`config.mk`:
```
export PLATFORM = sky130hd
export DESIGN_NAME = rf_fill
export DESIGN_NICKNAME = d
export VERILOG_FILES = /design/src/rtl/rf_fill.sv
export SDC_FILE = /design/constraint.sdc
export NUM_CORES = 1
export LEC_CHECK = 0
export CORE_MARGIN = 4
export CORE_UTILIZATION = 41
export CTS_CLUSTER_DIAMETER = 30
export DETAILED_ROUTE_END_ITERATION = 16
export PLACE_DENSITY = 0.75
export SYNTH_ARGS = -nofsm -noshare
export SYNTH_HDL_FRONTEND = slang
export SYNTH_SLANG_ARGS = --single-unit
```
`constraint.sdc`:
```
create_clock -name clk -period 1.8 [get_ports clk]
set_input_delay 0.18 -clock clk [delete_from_list [all_inputs] [get_ports clk]]
set_output_delay 0.18 -clock clk [all_outputs]
set_load 0.03 [all_outputs]
```
`src/rtl/rf_fill.sv`:
```
// Per-core register array with a shared, round-robin writeback/fetch engine
// that keeps each core's cached cell in step with the tape memory.
module rf_fill #(
  parameter int NCORES = 4
) (
  input  logic                   clk,
  input  logic                   rst,
  input  logic [NCORES-1:0]      set_ptr_valid,
  input  logic [NCORES*16-1:0]   set_ptr,
  input  logic [NCORES-1:0]      wr_valid,
  input  logic [NCORES*16-1:0]   wr_val,
  output logic [NCORES*35-1:0]   rf_out,
  output logic                   mem_req,
  output logic                   mem_we,
  output logic [15:0]            mem_addr,
  output logic [15:0]            mem_wdata,
  input  logic                   mem_ack,
  input  logic [15:0]            mem_rdata
);

  // state    | meaning
  // IDLE     | no service in flight; arbitrate among retrieving cores
  // WB       | writing the granted core's locked value to wb_tag
  // FETCH    | reading the granted core's new cell at tag
  localparam logic [1:0] ST_IDLE  = 2'd0;
  localparam logic [1:0] ST_WB    = 2'd1;
  localparam logic [1:0] ST_FETCH = 2'd2;

  localparam int IW = (NCORES > 1) ? $clog2(NCORES) : 1;

  logic [1:0]        state_q, state_d;
  logic [IW-1:0]     gnt_q, gnt_d;
  logic [IW-1:0]     rr_q, rr_d;
  logic [NCORES-1:0] valid_q, valid_d;
  logic [NCORES-1:0] retr_q, retr_d;
  logic [NCORES-1:0] locked_q, locked_d;
  logic [15:0]       tag_q    [NCORES];
  logic [15:0]       tag_d    [NCORES];
  logic [15:0]       val_q    [NCORES];
  logic [15:0]       val_d    [NCORES];
  logic [15:0]       wb_tag_q [NCORES];
  logic [15:0]       wb_tag_d [NCORES];

  logic              pick_found;
  logic [IW-1:0]     pick;
  logic [IW-1:0]     idx;

  always_comb begin
    state_d    = state_q;
    gnt_d      = gnt_q;
    rr_d       = rr_q;
    valid_d    = valid_q;
    retr_d     = retr_q;
    locked_d   = locked_q;
    tag_d      = tag_q;
    val_d      = val_q;
    wb_tag_d   = wb_tag_q;
    pick_found = 1'b0;
    pick       = '0;
    idx        = '0;

    // Write is applied before the move so a same-cycle write is what gets written back.
    for (int k = 0; k < NCORES; k++) begin
      if (wr_valid[k] && valid_q[k]) begin
        val_d[k]    = wr_val[k*16 +: 16];
        locked_d[k] = 1'b1;
      end
      if (set_ptr_valid[k] && !retr_q[k]) begin
        wb_tag_d[k] = tag_q[k];
        tag_d[k]    = set_ptr[k*16 +: 16];
        valid_d[k]  = 1'b0;
        retr_d[k]   = 1'b1;
      end
    end

    case (state_q)
      ST_IDLE: begin
        for (int i = 0; i < NCORES; i++) begin
          idx = IW'((int'(rr_q) + i) % NCORES);
          if (!pick_found && retr_q[idx]) begin
            pick_found = 1'b1;
            pick       = idx;
          end
        end
        if (pick_found) begin
          gnt_d   = pick;
          state_d = locked_q[pick] ? ST_WB : ST_FETCH;
        end
      end
      ST_WB: begin
        if (mem_ack) begin
          locked_d[gnt_q] = 1'b0;
          state_d         = ST_FETCH;
        end
      end
      ST_FETCH: begin
        if (mem_ack) begin
          val_d[gnt_q]   = mem_rdata;
          valid_d[gnt_q] = 1'b1;
          retr_d[gnt_q]  = 1'b0;
          rr_d           = IW'((int'(gnt_q) + 1) % NCORES);
          state_d        = ST_IDLE;
        end
      end
      default: state_d = ST_IDLE;
    endcase
  end

  always_ff @(posedge clk) begin
    if (rst) begin
      state_q  <= ST_IDLE;
      gnt_q    <= '0;
      rr_q     <= '0;
      valid_q  <= '0;
      retr_q   <= '0;
      locked_q <= '0;
      for (int k = 0; k < NCORES; k++) begin
        tag_q[k]    <= '0;
        val_q[k]    <= '0;
        wb_tag_q[k] <= '0;
      end
    end else begin
      state_q  <= state_d;
      gnt_q    <= gnt_d;
      rr_q     <= rr_d;
      valid_q  <= valid_d;
      retr_q   <= retr_d;
      locked_q <= locked_d;
      tag_q    <= tag_d;
      val_q    <= val_d;
      wb_tag_q <= wb_tag_d;
    end
  end

  // Granted core's fields are frozen during service, so these stay stable until after ack.
  always_comb begin
    mem_req   = (state_q != ST_IDLE);
    mem_we    = (state_q == ST_WB);
    mem_addr  = '0;
    mem_wdata = '0;
    if (state_q == ST_WB) begin
      mem_addr  = wb_tag_q[gnt_q];
      mem_wdata = val_q[gnt_q];
    end else if (state_q == ST_FETCH) begin
      mem_addr  = tag_q[gnt_q];
    end
  end

  for (genvar g = 0; g < NCORES; g++) begin : g_rf
    assign rf_out[g*35 +: 35] = {valid_q[g], retr_q[g], locked_q[g], tag_q[g], val_q[g]};
  end

endmodule
```
Word-level counts from Yosys, hierarchy flattened
Cells that the tools add are included.
{ "op_classes": {"add_sub_neg": 4, "magnitude_cmp": 9, "n_eq_ne": 5, "mux": 69, "bitwise": 5, "reduce_logical": 25} }
{ "op_table": {"columns": ["op", "n"], "rows": [
  ["$mux 16", 14],
  ["$mux 64", 2],
  ["$bmux 16 s2", 3],
  ["$bwmux 64", 1],
  ["$demux 16 s2", 1],
  ["$mux 1", 26],
  ["$mux 4", 6],
  ["$lt 2x3->1 const B", 6],
  ["$mux 2", 9],
  ["$logic_and 1x1->1", 13],
  ["$bmux 1 s2", 5],
  ["$and 4x4->4", 2],
  ["$logic_not 1->1", 7],
  ["$pmux 2 s3", 1],
  ["$add 2x1->2 const B", 2],
  ["$add 2x2->2 const B", 2],
  ["$ne 2x2->1 const B", 2],
  ["$not 4->4", 1],
  ["$or 4x4->4", 1],
  ["$reduce_and 2->1", 2],
  ["$ge 3x3->1 const B", 1],
  ["$lt 3x1->1 const B", 1],
  ["$not 2->3", 1],
  ["$reduce_and 3->1", 1],
  ["7 further kinds", 7]
]} }
{ "word_totals": {"ff_bits": 210} }

Longest topological paths before layout
{ "logic_depth": {"word_depth": 21, "mapped_depth": 9} }

Worst setup path before layout
OpenSTA, ideal clock, no wires.
{ "synth_timing": {"path_type": "register -> register", "startpoint": "reg gnt_q[0]", "endpoint": "reg val_q (netlist bit rf_out[10])", "setup_time_ps": 142, "arrival_ps": 1792, "required_ps": 1658, "path_slack_ps": -135, "stages_incl_launch_ff": 9, "path_buffers": 4, "period_less_slack_ps": 1935, "path_cell_list": "dfxtp_1 -> buf_2 -> buf_2 -> buf_2 -> inv_1 -> ha_1 -> nand2_2 -> clkbuf_1 -> a311oi_1"} }
{ "synth_via": {"elab_chain_cells": 8, "word_cells_on_any_way": 9, "cone_classes": "2 x order compare; 5 x mux; 1 x bitwise; 1 x reduce/logical"} }
{ "synth_lines": {"columns": ["element", "line", "rtl"], "rows": [
  ["from (decl)", "32", "logic [IW-1:0] gnt_q, gnt_d;"],
  ["from (signal assigned)", "124", "gnt_q <= gnt_d;"],
  ["$not 2->3 (implied by the code) *", "98", "val_d[gnt_q] = mem_rdata;"],
  ["$ge 3x3->1 (implied by the code) or $lt 3x1->1 (tied branches)", "98", null],
  ["$logic_and 1x1->1 (implied by the code)", "98", null],
  ["$mux 16 (implied by the code)", "98", null],
  ["$demux 16 s2 *", "98", null],
  ["$bwmux 64 *", "98", null],
  ["$mux 64 *", "97", "if (mem_ack) begin"],
  ["$mux 64 *", "76", "case (state_q)"],
  ["to (signal assigned)", "130", "val_q <= val_d;"],
  ["to (decl)", "39", "logic [15:0] val_q [NCORES];"]
]} }
Mark *: on every way between the ends. The rest lies on a longest branch, timed or not.
A chain may end at the register's enable or synchronous reset.

Final worst setup path
{ "layout_timing": {"startpoint": "reg gnt_q[0]", "endpoint": "out mem_addr[6]"} }
{ "layout_via": {"elab_chain_cells": 6, "word_cells_on_any_way": 9, "cone_classes": "8 x mux; 1 x bitwise"} }
{ "layout_lines": {"columns": ["element", "line", "rtl"], "rows": [
  ["$not 2->3 (implied by the code) *", "142, 145", null],
  ["$bmux 16 s2", "145", "mem_addr = tag_q[gnt_q];"],
  ["$mux 16 (implied by the code) (2 in series)", "145", null],
  ["$mux 16", "144", "end else if (state_q == ST_FETCH) begin"],
  ["$mux 16 *", "141", "if (state_q == ST_WB) begin"],
  ["to (decl)", "15", "output logic [15:0] mem_addr,"]
]} }
Mark *: on every way between the ends. The rest lies on a longest branch, timed or not. The select of a mux whose other input is x is not followed.

==> impl_metrics.toml <==
[run_status]
status = "finished with violations"
failed_checks = "setup timing"

[route]
drc = 0
wire_per_inst_um = 25.43
firstDrtPassIters = 7
drt_iter0_markers = 1219
wl_mm = 48.35
drtAntennaViolNets = 0
vias = 11550
via_per_inst = 6.073

[global_route]
grt_max_degree = 65
grt_pass1_vias = 11310
grt_overflow = 0
antenna_found_initial = 1
grt_pass1_wl_mm = 68.28
globalRouteTotalUtil = 0.3347

[sta]
fin_skew_ps = 19.32
maxSlewHeadroom = 0.6451
fmax_ghz = 0.4314
rsz0062_at_grt = "yes"
slew_violations = 0
period_minus_slack_ps = 2318
finalHoldViolations = 0
fin_ws_ps = -518.1
tightest_slew_ps = 532.4
post-route-period-util = 1.288
fin_hold_ws_ps = 191.2
setup_violations = 103

[finish]
seq_area_mm2 = 0.004213
multi_input_comb_area_mm2 = 0.005921
syn2layout_area_growth_pct = 78.20
fin_area_mm2 = 0.01714
fill_cells = 1469
finalNonFillerCells = 1901
drive_gt1_frac = 0.3052
nNetsFinal = 1708

[die]
die_x_um = 161.1
ioPinCount = 329
die_h_um = 161.1
dieArea_mm2 = 0.02597
start_util = 0.4209
row_count = 55
core_mm2 = 0.02285

[critical_path]
cp_common_cell = "buf_12"
worstSetupPathType = "flop to primary output"
critPathCaptureType = "primary output"
critPathRequiredTime_ps = 1620
worst-path-buf-inv = 3
reg2reg_slack_ps = -240
worstPathCellList = "buf_12 -> buf_12 -> mux4_2 -> a22o_4 -> buf_6"
worst_r2r_endpoint = "rf_out[2]"
cp_slowest_cell = "mux4_2"
r2r_cells = 11
cp_max_fo = 6
crit_path_start_kind = "flop"
max_stage_delay_ps = 540
crit_family = "multiplexers"
arrival_ps = 2140
r2r_start = "gnt_q[0]"

[clocking]
cts_tree = "built"
clock_latency_ps = 530
cts_made_buffers = 46
cts_root_buf = "clkbuf_16"
cts.sinks = 210
cts_buffer_depth = 3
h-tree-depth = 2
clkTransAtPathRegs_ps = 50

[worst_hold_path]
worstHoldEndpoint = "rf_out[97]"
worstHoldStart = "set_ptr[43]"
holdPathStages = 3
hold_path.class = "input pin to flop"

[synth]
ys_seq_area_frac = 0.4372
yosys-top-cells-area = "dfxtp_1 44%, nand2_1 13%, mux4_2 11%"
synth_enable_flop_cells = 0
synth_area_mm2 = 0.009615
ys_types = 32
avgSynthCellArea_um2 = 8.555
yosys.area.top_type_share = 0.4372
yosysTopAreaCell = "dfxtp_1"
synth.most_common_cell = "nand2_1"
yosys_warnings = 0
synth_flop_cell = "dfxtp_1"
synth_nets = 1283
postSynthCellCount = 1124
async_flop_share = 0
synth_seq_cells = 210
yosys-top-cells-count = "330 x nand2_1, 210 x dfxtp_1, 140 x a21oi_1"

[placed_design]
io_buffers = 328
gp_congestion = 0.9196
placed_cells = 1759
placed_area_mm2 = 0.01371
dp_hpwl_mm = 27.04

[power]
irDropWorstVdd_v = 0.0007073
p_per_area_mw_per_mm2 = 1142
p_total_mw = 19.57
leakage_nw = 6.892

[job]
cap_violations = 0
## layout by cell type (no fill, tap or decap), drive strengths merged, types with 5 or more instances in the layout
| master | instances |
|---|---|
| a211oi | 6 |
| a21oi | 140 |
| a22o | 17 |
| a311oi | 68 |
| and2 | 17 |
| buf | 179 |
| bufinv | 9 |
| clkbuf | 60 |
| clkdlybuf4s50 | 187 |
| clkinv | 11 |
| clkinvlp | 5 |
| dfxtp | 210 |
| dlygate4sd2 | 79 |
| dlymetal6s2s | 23 |
| inv | 5 |
| mux2i | 5 |
| mux4 | 48 |
| nand2 | 346 |
| nand3 | 65 |
| nor2 | 80 |
| nor2b | 10 |
## worst register-to-register path, delay by kind of cell (launching register included)
| family | cells | cell delay, ps |
|---|---|---|
| compound gates | 1 | 290 |
| simple gates | 1 | 90 |
| flops | 1 | 390 |
| buf+inv | 8 | 1010 |
| fa+ha+maj | 1 | 160 |
## routing by layer
| layer | vias up | routed length, um | global-route usage |
|---|---|---|---|
| met4 | 0 | 3546 | 0.1943 |
| met2 | 998 | 21880 | 0.5368 |
| met5 | - | 0 | 0 |
| li1 | 4834 | - | - |
| met1 | 5423 | 16920 | 0.4022 |
| met3 | 290 | 6003 | 0.09671 |
## layout make-up
class,count,share of cell area
well taps,313,0.02286
inverters,4,0.001606
diodes,2,0.0002921
repair buffers,470,0.2865
clock buffers,59,0.07477
clock inverters,26,0.02256
flip-flops and latches,210,0.2459
multi-input cells,817,0.3455
## registers in the layout, summed over array words and instances, names as in the netlist
name      count
valid_q       4
gnt_q         2
rf_out      128
locked_q      4
retr_q        4
rr_q          2
state_q       2
wb_tag_q     64
## report_power, final
group | switching (mW) | internal [mW]
clock | 2.77 | 6.29
combinational | 2.78 | 2.41
sequential | 0.326 | 4.99
total | 5.88 | 13.7
## logic make-up (layout without fill, tap and decap cells)
logic type                 after synthesis  after routing  share of synthesized area
buffers and inverters                  109            559                    0.05374
AOI/OAI and AO/OA                      238            238                     0.1641
muxes                                   53             53                     0.1176
adders and majority gates                4              4                   0.005205
and+or+nand+nor                        510            522                     0.2221
DFF                                    210            210                     0.4372
other                                    0              2                          0
## how the worst max path moves through the flow
stage | from | to | slack (ps) | cells after the start
floorplan | gnt_q[0] | mem_addr[10] | -40 | 4
detailed placement | gnt_q[0] | mem_addr[0] | -320 | 4
CTS | gnt_q[0] | mem_addr[4] | -510 | 5
global route | gnt_q[0] | mem_addr[6] | -560 | 5
global placement | gnt_q[0] | mem_addr[15] | -320 | 4
finish | gnt_q[0] | mem_addr[6] | -520 | 5
## timing repair
action	in CTS	in global routing
hold buffers	1	0
setup endpoints to repair	182	128
resized for setup	310	130
buffers inserted	27	13
pin swaps	54	34
cloned	17	3
endpoints found under the hold margin	10	0
## through the flow
stage / TNS [ps] / util / setup slack, ps
CTS: -16410 / 0.7243 / -507.3
detailed placement: -14030 / 0.6002 / -321.2
global route: -26350 / 0.7499 / -563.2
finish: -21160 / 0.7500 / -518.1
floorplan: -583.7 / - / -41.69
global placement: -10390 / 0.6002 / -318.4
Note: power is estimated with default switching activity, not from simulation.
